$ cat src/rtl/motor_pkg.sv
// rtl/motor_pkg.sv - shared state encoding, default widths and direction constants for the motor path
package motor_pkg;

  localparam int CV_W_DEF = 4;

  typedef logic [1:0] state_t;

  localparam logic [1:0] S_RUN  = 2'd0;
  localparam logic [1:0] S_RAMP = 2'd1;
  localparam logic [1:0] S_STOP = 2'd2;
  localparam logic [1:0] S_DEAD = 2'd3;

  localparam logic DIR_FWD = 1'b0;
  localparam logic DIR_REV = 1'b1;

endpackage

$ cat src/rtl/btn_sync_edge.sv
// rtl/btn_sync_edge.sv - two-flop synchroniser with a one-cycle rising-edge pulse
module btn_sync_edge (
  input  logic clk,
  input  logic reset,
  input  logic din,
  output logic level,
  output logic rise
);

  // sh[1] is the synchronised level; sh[2] holds its previous value for edge detection
  logic [2:0] sh;

  always_ff @(posedge clk) begin
    if (reset) sh <= '0;
    else       sh <= {sh[1:0], din};
  end

  assign level = sh[1];
  assign rise  = sh[1] & ~sh[2];

endmodule

$ cat src/rtl/motor_ramp_ctrl.sv
// rtl/motor_ramp_ctrl.sv - button-set target, ticked slew of o_cv, reversal via stop and dead time
// Optional MOTOR_CTRL_BRAKE_EN: both bridge inputs high when idle in S_RUN at zero.
module motor_ramp_ctrl
  import motor_pkg::*;
#(
  parameter int CV_W       = CV_W_DEF,
  parameter int CV_MAX     = 15,
  parameter int RAMP_DIV   = 4,
  parameter int DEAD_TICKS = 8
) (
  input  logic            i_clk,
  input  logic            i_reset,
  input  logic            i_tick,
  input  logic            i_bu,
  input  logic            i_bd,
  input  logic            i_dir,
  output logic [CV_W-1:0] o_cv,
  output logic [CV_W-1:0] o_target,
  output logic [3:0]      o_left_digit,
  output logic [3:0]      o_right_digit,
  output logic            o_in1,
  output logic            o_in2,
  output logic            o_busy
);

  localparam int CNT_MAX = (RAMP_DIV > DEAD_TICKS) ? RAMP_DIV : DEAD_TICKS;
  localparam int CNT_W   = $clog2(CNT_MAX + 1);
  localparam logic [CNT_W-1:0] RAMP_LAST = CNT_W'(RAMP_DIV - 1);
  localparam logic [CNT_W-1:0] DEAD_LAST = CNT_W'(DEAD_TICKS - 1);
  localparam logic [CV_W-1:0]  TGT_MAX   = CV_W'(CV_MAX);

`ifdef MOTOR_CTRL_BRAKE_EN
  localparam logic BRAKE = 1'b1;
`else
  localparam logic BRAKE = 1'b0;
`endif

  logic bu_rise, bd_rise, bu_level, bd_level;
  logic dir_meta, dir_s, dir_app, dir_n;
  state_t state, act, state_n;
  logic [CNT_W-1:0] cnt, cnt_n;
  logic [CV_W-1:0] cv_n, tgt_n, goal, tens, ones;
  logic br1, br2;

  btn_sync_edge u_bu (.clk(i_clk), .reset(i_reset), .din(i_bu), .level(bu_level), .rise(bu_rise));
  btn_sync_edge u_bd (.clk(i_clk), .reset(i_reset), .din(i_bd), .level(bd_level), .rise(bd_rise));

  always_comb begin
    tgt_n = o_target;
    if (bu_rise && !bd_rise && o_target < TGT_MAX)  tgt_n = o_target + 1'b1;
    else if (bd_rise && !bu_rise && o_target != '0) tgt_n = o_target - 1'b1;
  end

  always_comb begin
    act   = state;
    cnt_n = cnt;
    cv_n  = o_cv;
    dir_n = dir_app;
    goal  = o_target;
    case (state)
      S_RUN:  if (dir_s != dir_app)   act = (o_cv != '0) ? S_STOP : S_DEAD;
              else if (o_cv != o_target) act = S_RAMP;
      S_RAMP: if (dir_s != dir_app) act = S_STOP;
              else if (o_cv == o_target) begin act = S_RUN; cnt_n = '0; end
      S_STOP: if (o_cv == '0) begin act = S_DEAD; cnt_n = '0; end
      default: ;
    endcase
    state_n = act;
    // A tick on the cycle of a transition is spent in the state being entered
    if (i_tick) begin
      case (act)
        S_RAMP, S_STOP: begin
          goal = (act == S_STOP) ? '0 : o_target;
          if (cnt_n == RAMP_LAST) begin
            cnt_n = '0;
            if (o_cv < goal)      cv_n = o_cv + 1'b1;
            else if (o_cv > goal) cv_n = o_cv - 1'b1;
          end else begin
            cnt_n = cnt_n + 1'b1;
          end
        end
        S_DEAD: begin
          if (cnt_n == DEAD_LAST) begin
            cnt_n   = '0;
            dir_n   = dir_s;
            state_n = (o_target == '0) ? S_RUN : S_RAMP;
          end else begin
            cnt_n = cnt_n + 1'b1;
          end
        end
        default: ;
      endcase
    end
  end

  // Bridge drive is derived from next-state values so it registers alongside o_cv
  always_comb begin
    br1 = 1'b0;
    br2 = 1'b0;
    if (state_n != S_DEAD && cv_n != '0) begin
      br1 = ~dir_n;
      br2 = dir_n;
    end else if (BRAKE && state_n == S_RUN && cv_n == '0 && tgt_n == '0) begin
      br1 = 1'b1;
      br2 = 1'b1;
    end
  end

  assign tens = o_target / CV_W'(10);
  assign ones = o_target % CV_W'(10);

  always_ff @(posedge i_clk) begin
    if (i_reset) begin
      state         <= S_RUN;
      cnt           <= '0;
      o_cv          <= '0;
      o_target      <= '0;
      dir_meta      <= DIR_FWD;
      dir_s         <= DIR_FWD;
      dir_app       <= DIR_FWD;
      o_in1         <= 1'b0;
      o_in2         <= 1'b0;
      o_busy        <= 1'b0;
      o_left_digit  <= '0;
      o_right_digit <= '0;
    end else begin
      state         <= state_n;
      cnt           <= cnt_n;
      o_cv          <= cv_n;
      o_target      <= tgt_n;
      dir_meta      <= i_dir;
      dir_s         <= dir_meta;
      dir_app       <= dir_n;
      o_in1         <= br1;
      o_in2         <= br2;
      o_busy        <= (state_n != S_RUN);
      o_left_digit  <= 4'(tens);
      o_right_digit <= 4'(ones);
    end
  end

endmodule
$ cat config.mk
export PLATFORM = sky130hd
export DESIGN_NAME = motor_ramp_ctrl
export DESIGN_NICKNAME = d
export VERILOG_FILES = /design/src/rtl/motor_pkg.sv /design/src/rtl/btn_sync_edge.sv /design/src/rtl/motor_ramp_ctrl.sv
export SDC_FILE = /design/constraint.sdc
export NUM_CORES = 1
export LEC_CHECK = 0
export CAP_MARGIN = 20
export CORE_UTILIZATION = 30
export DETAILED_ROUTE_END_ITERATION = 10
export GPL_TIMING_DRIVEN = 0
export PLACE_DENSITY = 0.49
export SLEW_MARGIN = 20
export SYNTH_ARGS = -nofsm -noshare
export SYNTH_HDL_FRONTEND = slang
export SYNTH_SLANG_ARGS = --single-unit
$ cat constraint.sdc
create_clock -name i_clk -period 4.57 [get_ports i_clk]
set_input_delay 0.457 -clock i_clk [delete_from_list [all_inputs] [get_ports i_clk]]
set_output_delay 0.457 -clock i_clk [all_outputs]
set_load 0.02 [all_outputs]
* Yosys cells after proc, flatten, opt, wreduce, memory -nomap -nowiden *
Index checks and enable logic that the tools add are counted.

cells by class
  order comparisons = 3
  reduce and logical (&&, ||, !) cells = 17
  div/mod/pow operators = 2
  bitwise operators = 6
  equal/unequal tests = 11
  add/subtract/negate cells = 5
  mux-type cells = 30

operator list
  operator                                             count
  2-to-1 mux 4 bit                                     14
  2-to-1 mux 2 bit                                     8
  case mux 4 bit (2 select lines)                      2
  adder 4 x 1 -> 4 bit, second input constant          3
  nonzero test 4 bit                                   3
  logical NOT 4 bit                                    2
  subtractor 4 x 1 -> 4 bit, second input constant     2
  equality test 2 bit, second input constant           3
  case mux 2 bit (3 select lines)                      1
  logical AND 1 bit                                    5
  2-to-1 mux 1 bit                                     5
  divider 4 x 4 -> 4 bit, second input constant        1
  equality test 2 x 1 -> 1 bit, second input constant  2
  equality test 4 x 2 -> 1 bit, second input constant  1
  equality test 4 x 3 -> 1 bit, second input constant  1
  equality test 4 bit                                  1
  greater-than comparator 4 bit                        1
  < comparator 4 bit                                   1
  < comparator 4 bit, second input constant            1
  modulo 4 x 4 -> 4 bit, second input constant         1
  != test 4 bit                                        1
  NOT 1 bit                                            4
  nonzero test 2 bit                                   2
  OR reduction 2 bit                                   2
  5 further kinds                                      7

storage, ports and cells
  output and inout port bits = 19
  register bits after elaboration = 34
  bits of input ports = 6
  word-level logic and storage cells = 88

* Depth between registers and ports, before layout *
Gate-level depths: netlist of run 1.

  depth in word-level cells = 16
  depth in mapped cells = 18
  depth with buffers taken out = 17

* Modules after synthesis *
A second synthesis of run 1 with hierarchy kept.

unflattened totals
  cell total of the unflattened synthesis = 228
  area, all modules = 2037.0 sq um

by module, submodules not included
  module           instances  cells each  seq. area each (sq um)  area an instance (sq um)
  motor_ramp_ctrl  1          214         500.5                   1861.8
  btn_sync_edge    2          7           60.1                    87.6

* Worst setup path before layout of run 1 *
Ideal clock, no wire load.

  path type = register -> register
  start = reg o_cv[0]
  end = reg o_in1
  arrival = 3691 ps
  setup time = 132 ps
  data required time = 4438 ps
  path slack = 747 ps
  clock period less this slack = 3823 ps
  stages on the path, launching flop included = 19
  path buffers = 1
  cell sequence = dfxtp_1 clkbuf_1 inv_1 ha_1 or3b_4 a21boi_0 a2bb2oi_1 o2bb2ai_1 inv_1 ha_1 nand2b_1 ha_1 o21ai_0 a21oi_1 nor2_1 a2111oi_0 o21bai_2 a211oi_2 a21oi_1

on the way
  longest elaborated chain between the ends = 16
  elaborated cells between the ends (all ways) = 43
  classes of those cells = 2 x add/sub; 2 x order compare; 8 x eq/ne; 23 x mux; 2 x bitwise; 6 x reduce/logical

RTL lines
  item                                         RTL line                                      text
  from (decl)                                  motor_ramp_ctrl.sv:17                         output logic [CV_W-1:0] o_cv,
  from (signal assigned)                       motor_ramp_ctrl.sv:129                        o_cv <= cv_n;
  equality test 4 bit (tied with other cells)  motor_ramp_ctrl.sv:64                         else if (o_cv == o_target) begin act = S_RUN; cnt_n = '0; end
  2-to-1 mux 2 bit (tied with other cells)     motor_ramp_ctrl.sv:64
  2-to-1 mux 2 bit, on equally long branches   motor_ramp_ctrl.sv:63, motor_ramp_ctrl.sv:61
  case mux 2 bit (3 select lines)              motor_ramp_ctrl.sv:60                         case (state)
  equality test 2 bit                          motor_ramp_ctrl.sv:71, motor_ramp_ctrl.sv:73
  2-to-1 mux 4 bit                             motor_ramp_ctrl.sv:73                         goal = (act == S_STOP) ? '0 : o_target;
  greater-than comparator 4 bit                motor_ramp_ctrl.sv:77                         else if (o_cv > goal) cv_n = o_cv - 1'b1;
  2-to-1 mux 4 bit                             motor_ramp_ctrl.sv:77
  2-to-1 mux 4 bit                             motor_ramp_ctrl.sv:76                         if (o_cv < goal) cv_n = o_cv + 1'b1;
  2-to-1 mux 4 bit                             motor_ramp_ctrl.sv:74                         if (cnt_n == RAMP_LAST) begin
  2-to-1 mux 4 bit                             motor_ramp_ctrl.sv:71                         case (act)
  2-to-1 mux 4 bit                             motor_ramp_ctrl.sv:70                         if (i_tick) begin
  nonzero test 4 bit                           motor_ramp_ctrl.sv:100                        if (state_n != S_DEAD && cv_n != '0) begin
  logical AND 1 bit                            motor_ramp_ctrl.sv:100
  NOT 1 bit (no line)                          -
  OR reduction 2 bit (no line)                 -
  to (signal assigned)                         motor_ramp_ctrl.sv:134                        o_in1 <= br1;
  to (decl)                                    motor_ramp_ctrl.sv:21                         output logic o_in1,

Parallel ways exist; a longest one is shown, timed or not.
A chain may end at the register's enable or synchronous reset.

* Worst setup path after layout of run 1 *
Same ends and word-level chain as after synthesis.

==> metrics.txt, run 1 <==
CORE AREA 6390 um2; sequential standard cell area between 600 and 700 um2; yosys warns 0; Leakage between 0.8 and 0.9 nW; clock latency on the worst-skew pair 0.28 ns; footprint of the multi-input gates 1250 um2; Initial Util 0.311; first-pass GRT wire length ~7.2 mm; Root Driver clkbuf_8; Detail Route Antenna Nets 0; MaxCap Viol Count 0; Final setup viols 0; Final Instance Area 2390 um2; Worst setup SP type flop; I/O Pins 25; # fillers 690; ys async rst share 0; DRT iter0 DRCs 92; Final Hold Vio Count 0; Rows 29; synth unique cells 54; Cell Area, Synth 1990 um2; top_reg_cell synth dfxtp_1; port bufs 21; RD Place Congestion about 0.77; Power per Cell Area 357 nW/um2; Synth Area per Inst 8.68 um2; Wirelength per Cell 12.9 um; largest net degree at the start of global routing 12; Clock Skews 0.00172 ns; die area 6960 um2; layout cells sized above 1 0.108; Total Routing Usage GR 0.131; CTS sink count 31; Max-slew headroom 0.506; critical path endpoint category flop; Via Count 1,665; Post-CTS Hold Fix Bufs 0; RSZ-0062 raised after global routing false; required time of the critical path about 4.7 ns; Worst-path clk slew 0.07 ns; Mapped Cells ~230; number of flops mapped to enable cells by yosys 0; Yosys top cell by area dfxtp_1; setup TNS 0 ns; final WL 4.36 mm; Die Y roughly 83 um; Synth top area share 0.312; fin crit share 0.909; diode count 0; CTS tree built; Hold WC Path Type flop to flop; Final min period 4.16 ns; Critical Path AT roughly 4.3 ns; CTS Buffer Depth 2; initial antenna violation count 0; Num CTS Buffers 5; number of nets in the layout 283; DP Area between 2000 and 2500 um2; Final Max Slew Viols 0; critical path class flop to flop; Post-route DRC 0; top post-synthesis cells by area dfxtp_1 (31%), ha_1 (11%), xnor2_1 (4.4%); DIE WIDTH 83.4 um; fmax 241 MHz; vias per inst 4.94; 1st-pass router iterations 4; vias in the first global route between 1,500 and 2,000; H-tree Lvls 2; outcome complete, no violations; peak supply drop 140 uV; GRT overflow 0; Seq/Total Area, Yosys 0.312; #FFs+latches synth 31; Least-Margin Pin Slew 0.734 ns; Worst Path Max Fanout 8; DP HPWL 3.22 mm; P&R area growth vs syn 20.5%
==> critical path: stages (launching register included) <==
cell and delay, ns:
dfxtp_1 0.33, clkbuf_1 0.19, inv_1 0.15, ha_1 0.18
or3b_4 0.42, a21boi_0 0.19, a2bb2oi_1 0.17, o2bb2ai_1 0.22
inv_1 0.11, ha_1 0.27, nand2b_1 0.17, ha_1 0.30
o21ai_0 0.07, a21oi_1 0.25, nor2_2 0.15, a2111oi_1 0.46
o21bai_2 0.10, a211oi_2 0.21, a21oi_1 0.09
==> routing by layer <==
layer,track usage,vias up,share of wire
li1,-,860,-
met1,0.166,779,0.49
met2,0.214,21,0.47
met3,0.0328,5,0.025
met4,0.0470,0,0.014
met5,0,-,0
==> cell type report <==
type,count,share of cell area
clock inverter,3,0.00836
clock buffer,5,0.0287
timing repair buffer,21,0.0878
multi-input combinational,174,0.524
inverter,12,0.0188
tap,77,0.0402
sequential,31,0.259
buffer,14,0.0329
==> power by group <==
group | switching (W) | internal (W) | leakage (nW) | total (W)
Combinational | 0.000192 | 0.000137 | 0.575 | 0.000329
Sequential | 0.0000132 | 0.000290 | 0.253 | 0.000303
Clock | 0.000117 | 0.000106 | 0.0402 | 0.000222
Total | 0.000322 | 0.000533 | 0.867 | 0.000855
==> synth_stat cells, types with 2 or more instances <==
cell type and count:
mux2i_1 2, a31oi_1 3, nand4_1 4, ha_1 17, nor2_1 19, nor2b_1 12, a21oi_1 14, buf_2 3
a211oi_1 6, or3_1 2, dfxtp_1 31, buf_4 4, xor2_1 2, nand2_1 13, xnor2_1 10, clkbuf_1 6
and2_1 4, nor3b_1 2, o21ai_0 4, nand2b_1 9, nor3_1 9, a2bb2oi_1 3, inv_1 12, a21o_1 2
o21ba_2 2, nand3_1 6
==> what timing repair did <==
action,CTS,global route
setup buffers,0,0
setup endpoints to repair,0,2
resized for setup,0,2
==> kinds of logic after synthesis <==
family | count (synthesis) | share of synthesized area
AO/OA/AOI/OAI | 51 | 0.198
other | 1 | 0.00189
XOR/XNOR | 12 | 0.0529
AND/OR/NAND/NOR | 88 | 0.245
buffers and inverters | 26 | 0.0623
adder cells (fa/ha/maj) | 18 | 0.117
multiplexers | 2 | 0.0101
flip-flops | 31 | 0.312
==> final timing paths <==
kind | startpoint | to | slack, ns | cells past startpoint
setup / recovery | o_cv[0] | o_in1 | 0.41 | 18
hold / removal | u_bu.sh[0] | u_bu.sh[1] | 0.44 | 1
setup reg to reg | o_cv[0] | o_in1 | 0.41 | 18
hold reg to reg | u_bu.sh[0] | u_bu.sh[1] | 0.44 | 1
==> metrics by stage <==
stage,total power (W),setup slack (ns),hold WS (ns),cells,utilization
after floorplan,0.000558,0.747,0.414,231,-
after global placement,0.000641,0.316,0.416,329,0.361
after detailed placement,0.000638,0.318,0.427,329,0.361
after CTS,0.000863,0.290,0.445,337,0.374
after global routing,0.000922,0.0418,0.455,337,0.375
final,0.000855,0.415,0.440,337,0.375
==> layout by cell type, fill, tap and decap left out, types with 4 or more instances in the layout <==
cell,synthesis,final
buf_4,4,4
nand3_1,6,6
nor3_1,9,9
o21ai_0,4,4
inv_1,12,12
a211oi_1,6,6
xnor2_1,10,10
nor2_1,19,18
dfxtp_1,31,31
nand2_1,13,13
clkdlybuf4s50_1,0,21
nand2b_1,9,9
and2_1,4,4
a21oi_1,14,14
ha_1,17,17
nand4_1,4,4
nor2b_1,12,12
clkbuf_1,6,6
clkbuf_8,0,5
==> state kept, by name, summed over array words and instances, names as in the netlist <==
register and cells:
cnt 4, dir_app 1, dir_meta 1, dir_s 1, o_busy 1, o_cv 4, o_in1 1, o_in2 1
o_left_digit 1, o_right_digit 4, o_target 4, state 2, u_bd.sh 3, u_bu.sh 3
No activity file was read; power rests on OpenSTA's default activity.
==> inputs of run 2 (changes only) <==
- clock period: 4.57 -> 4.1 ns (I/O delays scaled with it)
==> run 2 against run 1 <==
Compared with the run above: flip-flop and latch count unchanged; routed wire length about the same; critical endpoint unchanged; largest cell class unchanged; setup slack got worse by 0.10 ns.
==> metrics.txt, run 2 (synthesized netlist as in run 1, its figures left out) <==
final WL 4.36 mm (about the same); Final min period 3.79 ns (-0.368 ns); CTS sink count 31 (unchanged); number of nets in the layout 282 (-0.35%); port bufs 21 (unchanged); fin crit share 0.924 (+0.0145); critical path class flop to flop; post-layout util 0.378 (+0.00333); fmax 264 MHz (+9.7%); CTS tree built; # fillers 688 (-0.29%); Crit. Startpoint o_cv[0]; DRT iter0 DRCs 108 (+17%); CORE AREA 6390 um2 (unchanged); layout cells sized above 1 0.131 (+0.0236); 1st-pass router iterations 4 (unchanged); vias in the first global route 1,549 (+0.78%); die area 6960 um2 (unchanged); RSZ-0062 raised after global routing false; Max-slew headroom 0.507 (about the same); Via Count 1,673 (+0.48%); Rows 29 (unchanged); Die Y 83.4 um (unchanged); worst r2r src o_cv[0]; DP Area 2300 um2 (unchanged); H-tree Lvls 2 (unchanged); Pwr Total 0.000967 W (+13%); Initial Util 0.311 (unchanged); Final setup viols 0 (unchanged); worst setup path endpoint o_in1; setup TNS 0 ns (unchanged); Total Routing Usage GR 0.132 (+0.00105); Leakage 0.871 nW (+0.39%); largest net degree at the start of global routing 12 (unchanged); Power per Cell Area 400 nW/um2 (+12%); I/O Pins 25 (unchanged); critical path endpoint category flop; Detail Route Antenna Nets 0 (unchanged); Root Driver clkbuf_8; RD Place Congestion 0.772 (unchanged); initial antenna violation count 0 (unchanged); Hold WC Path Type flop to flop; Reg2Reg Setup Slack 0.31 ns (-0.10 ns); Post-CTS Hold Fix Bufs 0 (unchanged); commonest non-fill, non-tap cell in the layout dfxtp_1; Final Hold Vio Count 0 (unchanged); peak supply drop 162 uV (+16%); clock latency on the worst-skew pair 0.28 ns (about the same); vias per inst 4.98 (+0.78%); Final Instance Area 2420 um2 (+0.89%); Num CTS Buffers 5 (unchanged); first-pass GRT wire length 7.30 mm (+0.86%); Worst-path clk slew 0.07 ns (about the same); Critical Path AT 3.95 ns (-0.37 ns); worst reg-to-reg path cell count 17 (-1); DP HPWL 3.22 mm (unchanged); Final Max Slew Viols 0 (unchanged); MaxCap Viol Count 0 (unchanged); Wirelength per Cell 13.0 um (+0.32%); diode count 0 (unchanged); Worst setup SP type flop; CTS Buffer Depth 2 (unchanged); Least-Margin Pin Slew 0.734 ns (-0.000294 ns); P&R area growth vs syn 21.5%; Post-route DRC 0 (unchanged); Clock Skews 0.00313 ns (+0.00141 ns); DIE WIDTH 83.4 um (unchanged); outcome complete, no violations; commonest non-fill, non-tap cells in the layout dfxtp_1 (29), clkdlybuf4s50_1 (21), nor2_1 (18); worst flop-to-flop path endpoint o_in1; GRT overflow 0 (unchanged); required time of the critical path 4.26 ns (-0.47 ns); Worst Path Max Fanout 10 (+2)
-- run 2: critical path, stage by stage, from the launching register on --
cell and delay (ns):
dfxtp_2 0.38, inv_2 0.10, ha_1 0.17, or3b_4 0.42
a21boi_1 0.21, a2bb2oi_2 0.16, o2bb2ai_2 0.16, inv_1 0.09
ha_1 0.26, nand2b_1 0.16, ha_1 0.29, o21ai_0 0.14
a21oi_1 0.11, o21ba_2 0.26, a2111oi_2 0.37, o21bai_2 0.10
a211oi_2 0.21, a21oi_1 0.09
-- run 2: where the power goes --
part,internal (W),switching [W]
Clock,0.000118,0.000129
Combinational,0.000160,0.000221
Sequential,0.000323,0.0000150
Total,0.000602,0.000365
-- run 2: layout make-up --
class	instances	area, um2	area share
buffer	13	75.1	0.0311
clock buffer	5	68.8	0.0285
clock inverter	3	20.0	0.00829
inverter	12	45.0	0.0186
multi-input combinational	174	1280	0.529
sequential	31	623	0.258
tap	77	96.3	0.0399
timing repair buffer	21	210	0.0870
-- run 2: repair_timing --
item | in CTS | in global routing
setup endpoints to repair | 2 | 5
buffers inserted | 0 | 0
resized for setup | 4 | 6
cloned | 0 | 0
pin swaps | 0 | 0
-- run 2: worst min-delay path by stage --
stage,startpoint,end,slack [ns],depth (start not counted)
3_5_place_dp,u_bu.sh[0],u_bu.sh[1],0.43,1
4_1_cts,u_bu.sh[0],u_bu.sh[1],0.45,1
6_report,u_bu.sh[0],u_bu.sh[1],0.44,1
2_1_floorplan,dir_meta,dir_s,0.41,1
5_1_grt,u_bu.sh[0],u_bu.sh[1],0.46,1
3_3_place_gp,u_bd.sh[0],u_bd.sh[1],0.42,1
-- run 2: layer usage --
metal  share of wire  GRT usage
met2            0.47      0.217
met3           0.031     0.0328
met4           0.014     0.0486
met1            0.48      0.166
met5               0          0
-- run 2: per-stage QoR --
stage	worst slack, ns	std cells	hold slack, ns
floorplan	0.277	231	0.414
global placement	-0.154	329	0.416
detailed placement	-0.152	329	0.427
CTS	0.0397	337	0.445
global route	0.0334	336	0.455
finish	0.313	336	0.440
==> RTL change: new RTL, flow settings as in run 2 <==
`DEAD_TICKS`: 8 -> 32.
--- a/src/rtl/motor_ramp_ctrl.sv
+++ b/src/rtl/motor_ramp_ctrl.sv
@@ -6,7 +6,7 @@
   parameter int CV_W       = CV_W_DEF,
   parameter int CV_MAX     = 15,
   parameter int RAMP_DIV   = 4,
-  parameter int DEAD_TICKS = 8
+  parameter int DEAD_TICKS = 32
 ) (
   input  logic            i_clk,
   input  logic            i_reset,
Check against the original RTL: no difference found for any inputs over 10 cycles, from zero or initial values and one cycle with i_reset high; that may be too few to reach the edited logic, so the function may still have changed.
==> RTL change against run 2 <==
- combinational power up 2%
- area after synthesis decreased by 0.38%
- worst hold slack is essentially flat
- setup slack improved by 0.020 ns
- routed wire length rose by 4.4%
- sequential cell count grew 2
- maximum frequency up 0.54%
- clock power grew 30%
- cell area grew 4.1%
- total power grew 11%
- critical path type unchanged
- largest cell class unchanged
- largest power group unchanged
- highest routed layer unchanged
==> RTL change: results (changes against run 2) <==
Run status:
- Outcome: complete, no violations (unchanged).

Final layout:
- The post-route core utilization is 0.3963 (was 0.3783).
- The antenna diode count came to 0 (unchanged).
- The proportion of layout cells with a drive suffix above 1 is 0.1439 (was 0.1313).
- The count of nets after finishing is 287 (was 282).
- The fill cell instance count of the final layout came to 646 (was 688).
- The register ranked first by flip-flop count is cnt.
- The flip-flop count of the largest register after layout is 6.

Clock tree:
- The post-CTS clock slew at the launch and capture registers of the worst setup and hold paths was 0.07 ns (about the same).
- The source-to-sink clock delay at the later pin of the worst-skew pair is 0.28 ns (about the same).
- The total clock buffers created by CTS is 5 (unchanged).
- The largest buffer count on any clock path is 2 (unchanged).
- The root buffer cell is clkbuf_8 (unchanged).
- The total number of H-tree levels is 2 (unchanged).

Route:
- The wire length per cell after detailed routing came to 13.33 µm (was 12.96 µm).
- The starting DRC count in detailed routing is 69 (was 108).
- The number of iterations in the first detailed-routing pass is 4 (unchanged).
- The routed via count divided by cell count is 4.842 (was 4.979).

Global routing:
- The number of global-route vias before repair came to 1,571 (was 1,549).
- The largest net degree at the start of global routing is 11 (was 12).
- The number of antenna violations at the first check in global routing is 0 (unchanged).
- The combined global-route utilization of all metal layers was 0.1370 (was 0.1320).
- The first-pass GRT wire length was 7596 µm (was 7300 µm).

Worst hold path:
- The classification of the worst-slack hold path is reg2reg (unchanged).

Placed design:
- The final weighted congestion in routability-driven placement is 0.7251 (was 0.7719).
- The estimated wirelength of the detail-placed design is 3248 µm (was 3223 µm).
- The worst setup slack after placement came to -0.3169 ns (was -0.1516 ns).
- The number of I/O port buffers was 21 (unchanged).
- The instance area at placement is 2295 µm² (was 2302 µm²).

Logic synthesis:
- The async set-or-reset flop fraction in the synthesized netlist was 0 (unchanged).
- The post-synthesis cell type count is 47 (was 54).
- Most area-consuming cells after synthesis: dfxtp_1 33%, ha_1 11%, nor2b_1 4.7% (was dfxtp_1 31%, ha_1 11%, xnor2_1 4.4%).
- The count of warnings emitted by yosys is 0 (unchanged).
- Top cell types by occurrence after synthesis: 33 x dfxtp_1, 19 x nor2_1, 17 x ha_1, 15 x nor2b_1 (was 31 x dfxtp_1, 19 x nor2_1, 17 x ha_1, 14 x a21oi_1, 13 x nand2_1).
- The fraction of the yosys area taken by sequential cells was 0.3335 (was 0.3121).
- The primary flip-flop cell chosen by synthesis mapping is dfxtp_1 (unchanged).

STA:
- The worst slew margin relative to its limit was 0.5549 (was 0.5066).
- The final clock skew is 0.002304 ns (was 0.003127 ns).

Critical path:
- The slowest library cell on the worst path is dfxtp_1 (was or3b_4).
- The largest delay contributor family on the critical path was compound AO/OA/AOI/OAI gates (unchanged).
- The arrival time at the worst endpoint is 3.92 ns (was 3.95 ns).
- The largest incremental delay on the critical path was 0.35 ns (was 0.42 ns).
- The highest fanout seen on the critical path was 7 (was 10).

Power:
- The switching fraction of total power is 0.3394 (was 0.3779).
- The worst voltage drop across the vdd grid is 0.0001815 V (was 0.0001621 V).
- The standby leakage power was 1.007 nW (was 0.8707 nW).
==> RTL change: changes by cell type in the layout (fill, tap and decap cells not counted), sizes merged, moves of 3 or more <==
cell            run 2  this run
nor2b              12        15
and3                0         4
buf                 8        13
o211ai              1         5
xnor2              10         4
nor3                9         4
nor4                1         4
a2bb2oi             3         0
xor2                2         8
==> RTL change: layout make-up <==
class                   instances  share of cell area
multi-input cells             173              0.5042
flip-flops and latches         33              0.2645
repair buffers                 28              0.1044
well taps                      77             0.03829
clock buffers                   7             0.03431
plain buffers                  10             0.02437
inverters                      12             0.01790
clock inverters                 1             0.01193
==> RTL change: worst register-to-register path: stages, from the launching register on <==
cell	delay, ns
dfxtp_1	0.35
buf_6	0.15
xor2_1	0.18
nor4_4	0.33
mux2i_1	0.23
nand3_1	0.13
o221ai_4	0.13
inv_1	0.09
ha_1	0.22
nand2b_1	0.17
ha_1	0.29
nor2b_1	0.16
o211a_1	0.23
o211ai_1	0.13
a221oi_2	0.29
xor2_1	0.13
a211oi_2	0.34
nor4b_2	0.10
==> RTL change: through the flow <==
step	power, mW	cells
floorplan	0.6145	228
global placement	0.7017	326
detailed placement	0.7047	326
CTS	1.044	336
global route	1.146	341
finish	1.072	341
==> RTL change: final timing paths <==
kind | cells after the start | startpoint | slack, ns | endpoint
max | 17 | o_target[0] | 0.33 | o_in1
min | 1 | u_bu.sh[0] | 0.44 | u_bu.sh[1]
max reg2reg | 17 | o_target[0] | 0.33 | o_in1
min reg2reg | 1 | u_bu.sh[0] | 0.44 | u_bu.sh[1]
==> RTL change: cell families after synthesis <==
| logic type | count (synthesis) | share of synthesized area |
|---|---|---|
| AND/OR/NAND/NOR | 91 | 0.2647 |
| flip-flops | 33 | 0.3335 |
| adder cells (fa/ha/maj) | 18 | 0.1175 |
| other | 1 | 0.001893 |
| multiplexers | 5 | 0.02590 |
| AO/OA/AOI/OAI | 44 | 0.1497 |
| buffers and inverters | 22 | 0.05369 |
| XOR/XNOR | 12 | 0.05306 |
==> RTL change: layer usage <==
layer / track usage / vias to the layer above / wire length (µm)
met4: 0.04702 / 0 / 38
met5: 0 / - / 0
met2: 0.2072 / 24 / 2016
li1: - / 864 / -
met3: 0.03479 / 4 / 138
met1: 0.1885 / 759 / 2353
==> RTL change: power groups by stage <==
stage | combinational (mW) | clock (mW) | sequential, mW
floorplan | 0.243 | 0 | 0.372
global placement | 0.336 | 0 | 0.366
detailed placement | 0.339 | 0 | 0.366
CTS | 0.352 | 0.333 | 0.359
global route | 0.431 | 0.352 | 0.363
finish | 0.390 | 0.322 | 0.360
==> RTL change: timing repair <==
| item | CTS | global route |
|---|---|---|
| setup endpoints to repair | 2 | 5 |
| pin swaps | 1 | 6 |
| setup buffers | 2 | 5 |
| gates resized for setup | 3 | 10 |
